$ cat config.mk
export PLATFORM = sky130hd
export DESIGN_NAME = prog_loader_flat
export DESIGN_NICKNAME = d
export VERILOG_FILES = /design/src/rtl/prog_loader_if.sv /design/src/rtl/prog_loader.sv /design/src/flat_wrapper.sv
export SDC_FILE = /design/constraint.sdc
export NUM_CORES = 1
export LEC_CHECK = 0
export BUFFER_PORTS_ARGS = -buffer_cell sky130_fd_sc_hd__buf_2
export CAP_MARGIN = 20
export CORE_ASPECT_RATIO = 0.7
export CORE_MARGIN = 8
export CORE_UTILIZATION = 30
export DETAILED_ROUTE_END_ITERATION = 8
export SETUP_SLACK_MARGIN = 0.3
export SLEW_MARGIN = 10
export SYNTH_ARGS = -nofsm -noshare
export SYNTH_HDL_FRONTEND = slang
export SYNTH_SLANG_ARGS = --single-unit
$ cat constraint.sdc
create_clock -name clk -period 3.6 [get_ports clk]
set_clock_uncertainty 0.05 [all_clocks]
set_input_delay 1.08 -clock clk [delete_from_list [all_inputs] [get_ports clk]]
set_output_delay 1.08 -clock clk [all_outputs]
set_load 0.05 [all_outputs]
$ cat src/rtl/prog_loader_if.sv
// prog_loader_if: host byte stream, memory write port and launch outputs.
// slave = loader side, master = host/chip side.
interface prog_loader_if;
  logic        in_valid;
  logic [7:0]  in_data;
  logic        in_ready;
  logic [31:0] mem_addr;
  logic [31:0] mem_data;
  logic        mem_write;
  logic        int_out;
  logic [31:0] entry_point;
  logic        busy;
  logic        done;
  logic        err;

  modport slave (
    input  in_valid, in_data,
    output in_ready, mem_addr, mem_data, mem_write,
    output int_out, entry_point, busy, done, err
  );

  modport master (
    output in_valid, in_data,
    input  in_ready, mem_addr, mem_data, mem_write,
    input  int_out, entry_point, busy, done, err
  );
endinterface

$ cat src/rtl/prog_loader.sv
// prog_loader: byte-stream image loader, writes words then raises INT.
// Define PROG_LOADER_CHECKSUM_EN to require a sum-of-words trailer.
module prog_loader #(
  parameter int INT_CYCLES = 2,
  parameter int ADDR_STEP  = 4,
  parameter int MAX_WORDS  = 65535
) (
  input  logic clk,
  input  logic rst_n,
  prog_loader_if.slave bus
);

  localparam logic [31:0] STEP  = 32'(ADDR_STEP);
  localparam logic [31:0] MAXW  = 32'(MAX_WORDS);
  localparam logic [31:0] ILAST = 32'(INT_CYCLES - 1);

  typedef enum logic [2:0] {
    S_HDR_ADDR,
    S_HDR_CNT,
    S_HDR_ENTRY,
    S_DATA,
    S_WRITE,
    S_LAUNCH,
    S_ERR
`ifdef PROG_LOADER_CHECKSUM_EN
    , S_CHK
`endif
  } state_t;

`ifdef PROG_LOADER_CHECKSUM_EN
  localparam state_t S_TAIL = S_CHK;
`else
  localparam state_t S_TAIL = S_LAUNCH;
`endif

  state_t      state, state_n;
  logic [1:0]  idx, idx_n;
  logic [31:0] shreg, sh_n;
  logic [31:0] addr, addr_n;
  logic [31:0] rem, rem_n;
  logic [31:0] icnt, icnt_n;
  logic [31:0] word;
  logic        acc, last;
  logic        rdy_n, mwr_n, int_n;
  logic        busy_n, done_n, err_n;
  logic [31:0] maddr_n, mdata_n, ep_n;
`ifdef PROG_LOADER_CHECKSUM_EN
  logic [31:0] sum, sum_n;
`endif

  always_ff @(posedge clk) begin
    if (!rst_n) begin
      state           <= S_HDR_ADDR;
      idx             <= '0;
      shreg           <= '0;
      addr            <= '0;
      rem             <= '0;
      icnt            <= '0;
      bus.in_ready    <= 1'b0;
      bus.mem_addr    <= '0;
      bus.mem_data    <= '0;
      bus.mem_write   <= 1'b0;
      bus.int_out     <= 1'b0;
      bus.entry_point <= '0;
      bus.busy        <= 1'b0;
      bus.done        <= 1'b0;
      bus.err         <= 1'b0;
`ifdef PROG_LOADER_CHECKSUM_EN
      sum             <= '0;
`endif
    end else begin
      state           <= state_n;
      idx             <= idx_n;
      shreg           <= sh_n;
      addr            <= addr_n;
      rem             <= rem_n;
      icnt            <= icnt_n;
      bus.in_ready    <= rdy_n;
      bus.mem_addr    <= maddr_n;
      bus.mem_data    <= mdata_n;
      bus.mem_write   <= mwr_n;
      bus.int_out     <= int_n;
      bus.entry_point <= ep_n;
      bus.busy        <= busy_n;
      bus.done        <= done_n;
      bus.err         <= err_n;
`ifdef PROG_LOADER_CHECKSUM_EN
      sum             <= sum_n;
`endif
    end
  end

  always_comb begin
    state_n = state;
    idx_n   = idx;
    sh_n    = shreg;
    addr_n  = addr;
    rem_n   = rem;
    maddr_n = bus.mem_addr;
    mdata_n = bus.mem_data;
    mwr_n   = 1'b0;
    ep_n    = bus.entry_point;
    done_n  = bus.done;
    err_n   = bus.err;
`ifdef PROG_LOADER_CHECKSUM_EN
    sum_n   = sum;
`endif
    word = {bus.in_data, shreg[31:8]};
    acc  = bus.in_valid && bus.in_ready;
    last = acc && (idx == 2'd3);
    if (acc) begin
      sh_n  = word;
      idx_n = idx + 2'd1;
      if (state == S_HDR_ADDR && idx == 2'd0)
        done_n = 1'b0;
    end
    unique case (state)
      S_HDR_ADDR:
        if (last) begin
          addr_n  = word;
          state_n = (word[1:0] != 2'b00) ? S_ERR : S_HDR_CNT;
        end
      S_HDR_CNT:
        if (last) begin
          rem_n   = word;
          state_n = (word > MAXW) ? S_ERR : S_HDR_ENTRY;
        end
      S_HDR_ENTRY:
        if (last) begin
          ep_n    = word;
`ifdef PROG_LOADER_CHECKSUM_EN
          sum_n   = '0;
`endif
          state_n = (rem == 32'd0) ? S_TAIL : S_DATA;
        end
      S_DATA:
        if (last) begin
          mwr_n   = 1'b1;
          maddr_n = addr;
          mdata_n = word;
          state_n = S_WRITE;
        end
      S_WRITE: begin
        addr_n  = addr + STEP;
        rem_n   = rem - 32'd1;
`ifdef PROG_LOADER_CHECKSUM_EN
        sum_n   = sum + bus.mem_data;
`endif
        state_n = (rem == 32'd1) ? S_TAIL : S_DATA;
      end
      S_LAUNCH:
        if (icnt == ILAST) begin
          done_n  = 1'b1;
          state_n = S_HDR_ADDR;
        end
`ifdef PROG_LOADER_CHECKSUM_EN
      S_CHK:
        if (last)
          state_n = (word == sum) ? S_LAUNCH : S_ERR;
`endif
      S_ERR: ;
      default: state_n = S_ERR;
    endcase
    if (state_n == S_ERR) begin
      err_n  = 1'b1;
      done_n = 1'b0;
    end
    icnt_n = (state == S_LAUNCH) ? icnt + 32'd1 : 32'd0;
    int_n  = (state_n == S_LAUNCH);
    rdy_n  = (state_n == S_HDR_ADDR) || (state_n == S_HDR_CNT) ||
             (state_n == S_HDR_ENTRY) || (state_n == S_DATA)
`ifdef PROG_LOADER_CHECKSUM_EN
             || (state_n == S_CHK)
`endif
             ;
    busy_n = (state_n != S_ERR) &&
             !(state_n == S_HDR_ADDR && idx_n == 2'd0);
  end

endmodule
$ cat src/flat_wrapper.sv
// flat-port wrapper written by rule: the top's interface ports become plain ports
module prog_loader_flat 
#(
  parameter int INT_CYCLES = 2,
  parameter int ADDR_STEP  = 4,
  parameter int MAX_WORDS  = 65535
)
  (clk, rst_n, bus_in_valid, bus_in_data, bus_in_ready, bus_mem_addr, bus_mem_data, bus_mem_write, bus_int_out, bus_entry_point, bus_busy, bus_done, bus_err);
  prog_loader_if bus_i ();
  input  logic clk;
  input  logic rst_n;
  input wire logic [$bits(bus_i.in_valid)-1:0] bus_in_valid;
  input wire logic [$bits(bus_i.in_data)-1:0] bus_in_data;
  output wire logic [$bits(bus_i.in_ready)-1:0] bus_in_ready;
  output wire logic [$bits(bus_i.mem_addr)-1:0] bus_mem_addr;
  output wire logic [$bits(bus_i.mem_data)-1:0] bus_mem_data;
  output wire logic [$bits(bus_i.mem_write)-1:0] bus_mem_write;
  output wire logic [$bits(bus_i.int_out)-1:0] bus_int_out;
  output wire logic [$bits(bus_i.entry_point)-1:0] bus_entry_point;
  output wire logic [$bits(bus_i.busy)-1:0] bus_busy;
  output wire logic [$bits(bus_i.done)-1:0] bus_done;
  output wire logic [$bits(bus_i.err)-1:0] bus_err;
  assign bus_i.in_valid = bus_in_valid;
  assign bus_i.in_data = bus_in_data;
  assign bus_in_ready = bus_i.in_ready;
  assign bus_mem_addr = bus_i.mem_addr;
  assign bus_mem_data = bus_i.mem_data;
  assign bus_mem_write = bus_i.mem_write;
  assign bus_int_out = bus_i.int_out;
  assign bus_entry_point = bus_i.entry_point;
  assign bus_busy = bus_i.busy;
  assign bus_done = bus_i.done;
  assign bus_err = bus_i.err;
  prog_loader #(.INT_CYCLES(INT_CYCLES), .ADDR_STEP(ADDR_STEP), .MAX_WORDS(MAX_WORDS)) u_core (.clk(clk), .rst_n(rst_n), .bus(bus_i));
endmodule
==> run_results.csv, run 1 <==
group,metric,value,unit
sta,worst_pin_slew,0.7296,ns
clocking,clk_pin_slew_worst_paths,0.06,ns
power,clockPowerShare,0.483,
floorplan,fp.dieW,229.5,um
synth,async_reset_ff_frac,0,
synth,syn-instance-count,1221,
layout,drive_gt1_frac,0.1424,
drt,via_per_inst,5.253,
worst_setup_path,start_kind,"flip-flop",
synth,synth_seq_cells,227,
sta,fmax,350.2,MHz
drt,firstDrtPassIters,5,
placed_design,placed_area,0.01059,mm2
floorplan,design.core.area,0.03128,mm2
layout,antenna_cells,0,
clocking,cts.sinks,227,
power,power_density,450.7,mW/mm2
drt,drtIter0Drc,824,
clocking,cts_buffer_depth,3,
min_path,min_path_cells,2,
sta,setup_viol,0,
floorplan,pin_count,113,
synth,synth_edf_count,0,
global_routing,grt_max_degree,75,
worst_setup_path,worstPathRequired,3.98,ns
power,ir_worst_vdd,0.3430,mV
synth,yosysTopAreaCell,"dfxtp_1",
synth,syn_area,0.009568,mm2
synth,yosysSeqAreaShare,0.4750,
placed_design,gp_congestion,0.8551,
clocking,cts.repair.resized,0,
layout,mostFrequentLayoutCells,"285 x nand2_1, 227 x dfxtp_1, 220 x a21oi_1, 112 x buf_2, 86 x nor2_1",
global_routing,grt-ovfl-total,0,
clocking,cts_tree,"yes",
sta,finalCritPeriodShare,0.7932,
status,status,"completed",
worst_setup_path,crit_path_max_fanout,7,
worst_setup_path,r2r_cells,6,
clocking,cts_setup_buffers,0,
sta,rsz0062_at_grt,"no",
sta,report.final.hold_viol_count,0,
layout,fin_cells,1747,
global_routing,grt.total_usage,0.1575,
synth,yosysWarnings,0,
synth,synth_ff_type,"dfxtp_1",
floorplan,fp.dieH,165.4,um
layout,final_area,0.01139,mm2
floorplan,placementRows,54,
synth,yosys.area.top_type_share,0.4750,
layout,final_common_cell,"nand2_1",
flow_run,drv_cap,0,
worst_setup_path,endpoint_kind,"flip-flop",
global_routing,antenna_found_initial,0,
clocking,cts_hold_buf,0,
floorplan,start_util,0.3059,
placed_design,place.port_buffers,112,
synth,syn_nets,1240,
power,power_frac_seq,0.497,
power,p_sw,1.154,mW
synth,yosys.cell_types.count,55,
synth,synthTopCellsByArea,"dfxtp_1 47%, a21oi_1 12%, nand2_1 11%",
clocking,clock-root-buffer,"clkbuf_16",
worst_setup_path,crit_type,"flip-flop to flip-flop",
power,leakage,4.000,nW
drt,wl,31180,um
placed_design,placed_cells,1701,
drt,wl_per_cell,17.85,um
layout,finalNetCount,1328,
power,p_int,3.978,mW
power,power_frac_comb,0.020,
global_routing,grt_pass1_vias,8506,
clocking,cts_made_buffers,26,
clocking,htreeDepth,1,
sta,min_period,2.855,ns
clocking,clock_latency,0.53,ns
layout,synthToLayoutAreaGrowth,19.01,%
sta,slew_headroom,0.5091,
power,switching_share,0.2248,
worst_setup_path,arrival,3.23,ns
layout,n_fill_cell,3229,
floorplan,die_area,0.03795,mm2
sta,slew_viol_final,0,
sta,fin_tns_setup,0,ns
sta,whs,0.3987,ns
placed_design,dpl.hpwl,20880,um
synth,avgSynthCellArea,7.836,um2
drt,drc,0,
global_routing,grt_pass1_wl,48350,um
min_path,hold_class,"flip-flop to flip-flop",
drt,dr_total_vias,9177,
drt,antenna_left,0,
-- power by group through the flow --
stage          Combinational [mW]  Sequential [mW]  Clock, mW
5_1_grt                     0.112             2.55       2.65
4_1_cts                     0.103             2.55       2.56
3_5_place_dp                0.102             2.60          0
3_3_place_gp                0.101             2.60          0
6_report                    0.103             2.55       2.48
2_1_floorplan              0.0540             2.59          0
-- cell usage after synthesis, types with 2 or more instances --
cell / n
inv_1: 16
clkbuf_1: 66
nand3_1: 34
nor3_1: 34
dfxtp_1: 227
a211oi_1: 2
nor4_1: 30
o211ai_1: 11
ha_1: 8
nand3b_1: 2
o21a_1: 3
o31ai_1: 2
a31oi_1: 7
nand4_1: 23
nor3b_1: 2
a21oi_1: 220
nor2_1: 86
or4_1: 9
or2_2: 2
o311ai_0: 13
a22oi_1: 8
xnor2_1: 13
a221oi_1: 11
nor2b_1: 4
and3_1: 9
clkbuf_8: 3
buf_1: 2
xor2_1: 14
and4_1: 4
and2_1: 6
or3_1: 10
o211a_1: 2
nor4b_1: 3
nand2_1: 285
a2bb2oi_1: 2
a21o_1: 4
o21ai_0: 25
o2bb2a_1: 2
-- worst paths after layout --
| kind | start | to | slack, ns |
|---|---|---|---|
| setup reg to reg | u_core.rem[24]$_SDFFE_PN0P_ | u_core.bus.busy$_SDFF_PN0_ | 0.74 |
| setup / recovery | u_core.rem[24]$_SDFFE_PN0P_ | u_core.bus.busy$_SDFF_PN0_ | 0.74 |
| hold / removal | u_core.bus.mem_addr[15]$_SDFFE_PN0P_ | u_core.bus.mem_addr[15]$_SDFFE_PN0P_ | 0.40 |
| hold reg to reg | u_core.bus.mem_addr[15]$_SDFFE_PN0P_ | u_core.bus.mem_addr[15]$_SDFFE_PN0P_ | 0.40 |
-- worst max-delay path, cell delays in order, from the launching register on --
cell,delay [ns]
dfxtp_1,0.39
or4_1,0.70
nor4_1,0.32
nand4_1,0.20
a211o_1,0.35
or4_1,0.52
o211a_1,0.22
-- state kept, by name (all words and copies together), names as in the netlist --
signal,cells
u_core.bus.entry_point,32
u_core.bus.busy,1
u_core.bus.mem_write,1
u_core.bus.done,1
u_core.bus.int_out,1
u_core.rem,32
u_core.bus.in_ready,1
u_core.addr,32
u_core.icnt,32
u_core.bus.mem_addr,32
u_core.idx,2
u_core.bus.mem_data,32
u_core.state,3
u_core.shreg,24
u_core.bus.err,1
-- layer usage --
layer | global-route usage | up-vias | wire [um]
met5 | 0 | - | 0
met4 | 0.04019 | 0 | 637
met3 | 0.03874 | 47 | 2337
met2 | 0.2298 | 299 | 12650
met1 | 0.2284 | 4373 | 15560
li1 | - | 4458 | -
-- layout make-up --
class,count,area (um2),area share
inverter,17,68.82,0.006043
multi-input combinational,905,4691,0.4119
tap,420,525.5,0.04615
clock buffer,37,743.2,0.06527
sequential,227,4544,0.3991
timing repair buffer,132,760.7,0.06681
clock inverter,9,53.80,0.004725
-- per-stage QoR --
step | worst slack [ns] | total power, mW | utilization
2_1_floorplan | 0.9327 | 2.646 | -
4_1_cts | 0.7943 | 5.214 | 0.3640
3_5_place_dp | 0.4973 | 2.706 | 0.3385
6_report | 0.7445 | 5.132 | 0.3640
3_3_place_gp | 0.4939 | 2.705 | 0.3385
5_1_grt | 0.6449 | 5.313 | 0.3640
-- kinds of logic (layout without fill, tap and decap cells) --
group / Yosys count / in the layout / synth area share
AO/OA/AOI/OAI: 318 / 318 / 0.1896
XOR/XNOR: 27 / 27 / 0.02472
adder cells (fa/ha/maj): 8 / 8 / 0.01046
buffers and inverters: 89 / 195 / 0.03818
flip-flops: 227 / 227 / 0.4750
AND/OR/NAND/NOR: 552 / 552 / 0.2621
Power figures use the tool's default switching activity.
==> run 2: changes to the inputs <==
- clock period: 3.6 -> 2.8 ns (I/O delays scaled with it)
==> run 2 against run 1 <==
Compared with the run above:
- first-iteration DRC count increased by 11%
- non-clock buffer count up 37
- highest routed layer unchanged
- critical endpoint unchanged
- wire length is 1.8% higher
- register-to-register slack worse by 0.48 ns
==> run_results.csv, run 2 (synthesis gave the netlist of run 1 again) <==
group,metric,value,unit
clocking,cts_buffer_depth,3,
sta,slew_headroom,0.3738,
layout,n_fill_cell,3200,
power,ir_worst_vdd,0.3315,mV
clocking,cts_made_buffers,25,
layout,fin_cells,1784,
sta,fin_ws,0.2633,ns
drt,firstDrtPassIters,5,
power,leakage,4.245,nW
drt,drtIter0Drc,911,
clocking,clock-root-buffer,"clkbuf_16",
global_routing,grt_pass1_vias,8415,
power,clockPowerShare,0.505,
worst_setup_path,crit_type,"flip-flop to flip-flop",
power,switching_share,0.2226,
sta,report.final.hold_viol_count,0,
sta,worst_pin_slew,0.9262,ns
sta,rsz0062_at_grt,"yes",
floorplan,design.core.area,0.03128,mm2
status,status,"completed",
layout,finalNetCount,1364,
worst_setup_path,start_kind,"flip-flop",
sta,setup_viol,0,
layout,antenna_cells,0,
floorplan,fp.dieH,165.4,um
flow_run,drv_cap,0,
layout,mostFrequentLayoutCells,"285 x nand2_1, 224 x dfxtp_1, 220 x a21oi_1, 112 x buf_2, 86 x nor2_1",
worst_setup_path,crit_path_max_fanout,3,
global_routing,grt_max_degree,55,
power,power_frac_comb,0.024,
clocking,htreeDepth,1,
worst_setup_path,worstPathRequired,3.17,ns
power,power,6.929,mW
drt,via_per_inst,5.211,
placed_design,gp_congestion,0.8882,
power,p_int,5.386,mW
floorplan,fp.dieW,229.5,um
layout,synthToLayoutAreaGrowth,23.53,%
placed_design,dpl.hpwl,21820,um
clocking,cts.sinks,227,
sta,fmax,394.2,MHz
drt,drc,0,
sta,slew_viol_final,0,
clocking,clk_pin_slew_worst_paths,0.07,ns
worst_setup_path,endpoint_kind,"flip-flop",
sta,min_period,2.537,ns
drt,antenna_left,0,
global_routing,grt.total_usage,0.1594,
clocking,cts_hold_buf,0,
power,power_density,586.3,mW/mm2
drt,wl_per_cell,17.79,um
floorplan,pin_count,113,
clocking,cts_tree,"yes",
min_path,hold_class,"flip-flop to flip-flop",
sta,finalCritPeriodShare,0.9060,
placed_design,place.port_buffers,112,
placed_design,placed_cells,1733,
global_routing,antenna_found_initial,2,
floorplan,start_util,0.3059,
global_routing,grt_pass1_wl,48980,um
power,power_frac_seq,0.471,
floorplan,die_area,0.03795,mm2
layout,drive_gt1_frac,0.1782,
drt,wl,31740,um
worst_setup_path,arrival,2.91,ns
floorplan,placementRows,54,
global_routing,grt-ovfl-total,0,
drt,dr_total_vias,9297,
sta,fin_tns_setup,0,ns
placed_design,dpl_worst_slack,0.03769,ns
clocking,clock_latency,0.53,ns
power,p_sw,1.542,mW
layout,final_common_cell,"nand2_1",
## run 2: cell count changes in the layout (fill, tap and decap cells not counted), moves of 3 or more
cell,change
buf_4,+36
clkbuf_1,-5
nor4_1,-5
clkbuf_8,+4
nor4_2,+4
bufinv_16,+3
dfxtp_1,-3
## run 2: worst paths after layout
check,from,endpoint,slack (ns),cells after the start
setup / recovery,u_core.rem[12]$_SDFFE_PN0P_,u_core.bus.busy$_SDFF_PN0_,0.26,6
hold / removal,u_core.bus.mem_addr[5]$_SDFFE_PN0P_,u_core.bus.mem_addr[5]$_SDFFE_PN0P_,0.40,2
setup reg to reg,u_core.rem[12]$_SDFFE_PN0P_,u_core.bus.busy$_SDFF_PN0_,0.26,6
hold reg to reg,u_core.bus.mem_addr[5]$_SDFFE_PN0P_,u_core.bus.mem_addr[5]$_SDFFE_PN0P_,0.40,2
## run 2: per-layer routing
metal	vias up	wire length [um]	global-route usage
met5	-	0	0
met4	0	508	0.03151
met3	44	2394	0.03004
met2	328	12960	0.2269
met1	4384	15880	0.2443
li1	4541	-	-
## run 2: critical path: stages (launching register included)
cell	delay, ns
dfxtp_1	0.31
or4_4	0.55
nor4_4	0.32
nand4_1	0.22
a211o_1	0.36
or4_1	0.41
o211a_1	0.23
## run 2: layout make-up
class	instances	area, um2	area share
sequential	227	4551	0.3850
inverter	17	68.82	0.005823
clock buffer	34	729.5	0.06172
tap	420	525.5	0.04446
multi-input combinational	905	4748	0.4018
clock inverter	12	145.1	0.01228
timing repair buffer	169	1051	0.08893
## run 2: timing repair
item | 4_1_cts | 5_1_grt
gates resized for setup | 7 | 8
gates cloned | 0 | 0
buffers inserted | 4 | 1
setup endpoints to repair | 3 | 18
pin swaps | 5 | 5
## run 2: power groups by stage
stage	logic [mW]	clock network [mW]	registers [mW]
3_3_place_gp	0.166	0	3.33
6_report	0.166	3.50	3.26
5_1_grt	0.180	3.69	3.26
2_1_floorplan	0.0694	0	3.33
3_5_place_dp	0.166	0	3.33
4_1_cts	0.167	3.57	3.26
## run 2: through the flow
stage	utilization	hold WS [ns]	instance area (um2)
finish	0.3778	0.3997	11820
global route	0.3778	0.4126	11820
CTS	0.3764	0.4029	11770
detailed placement	0.3467	0.3947	10850
global placement	0.3467	0.3919	10850
floorplan	-	0.3822	9572
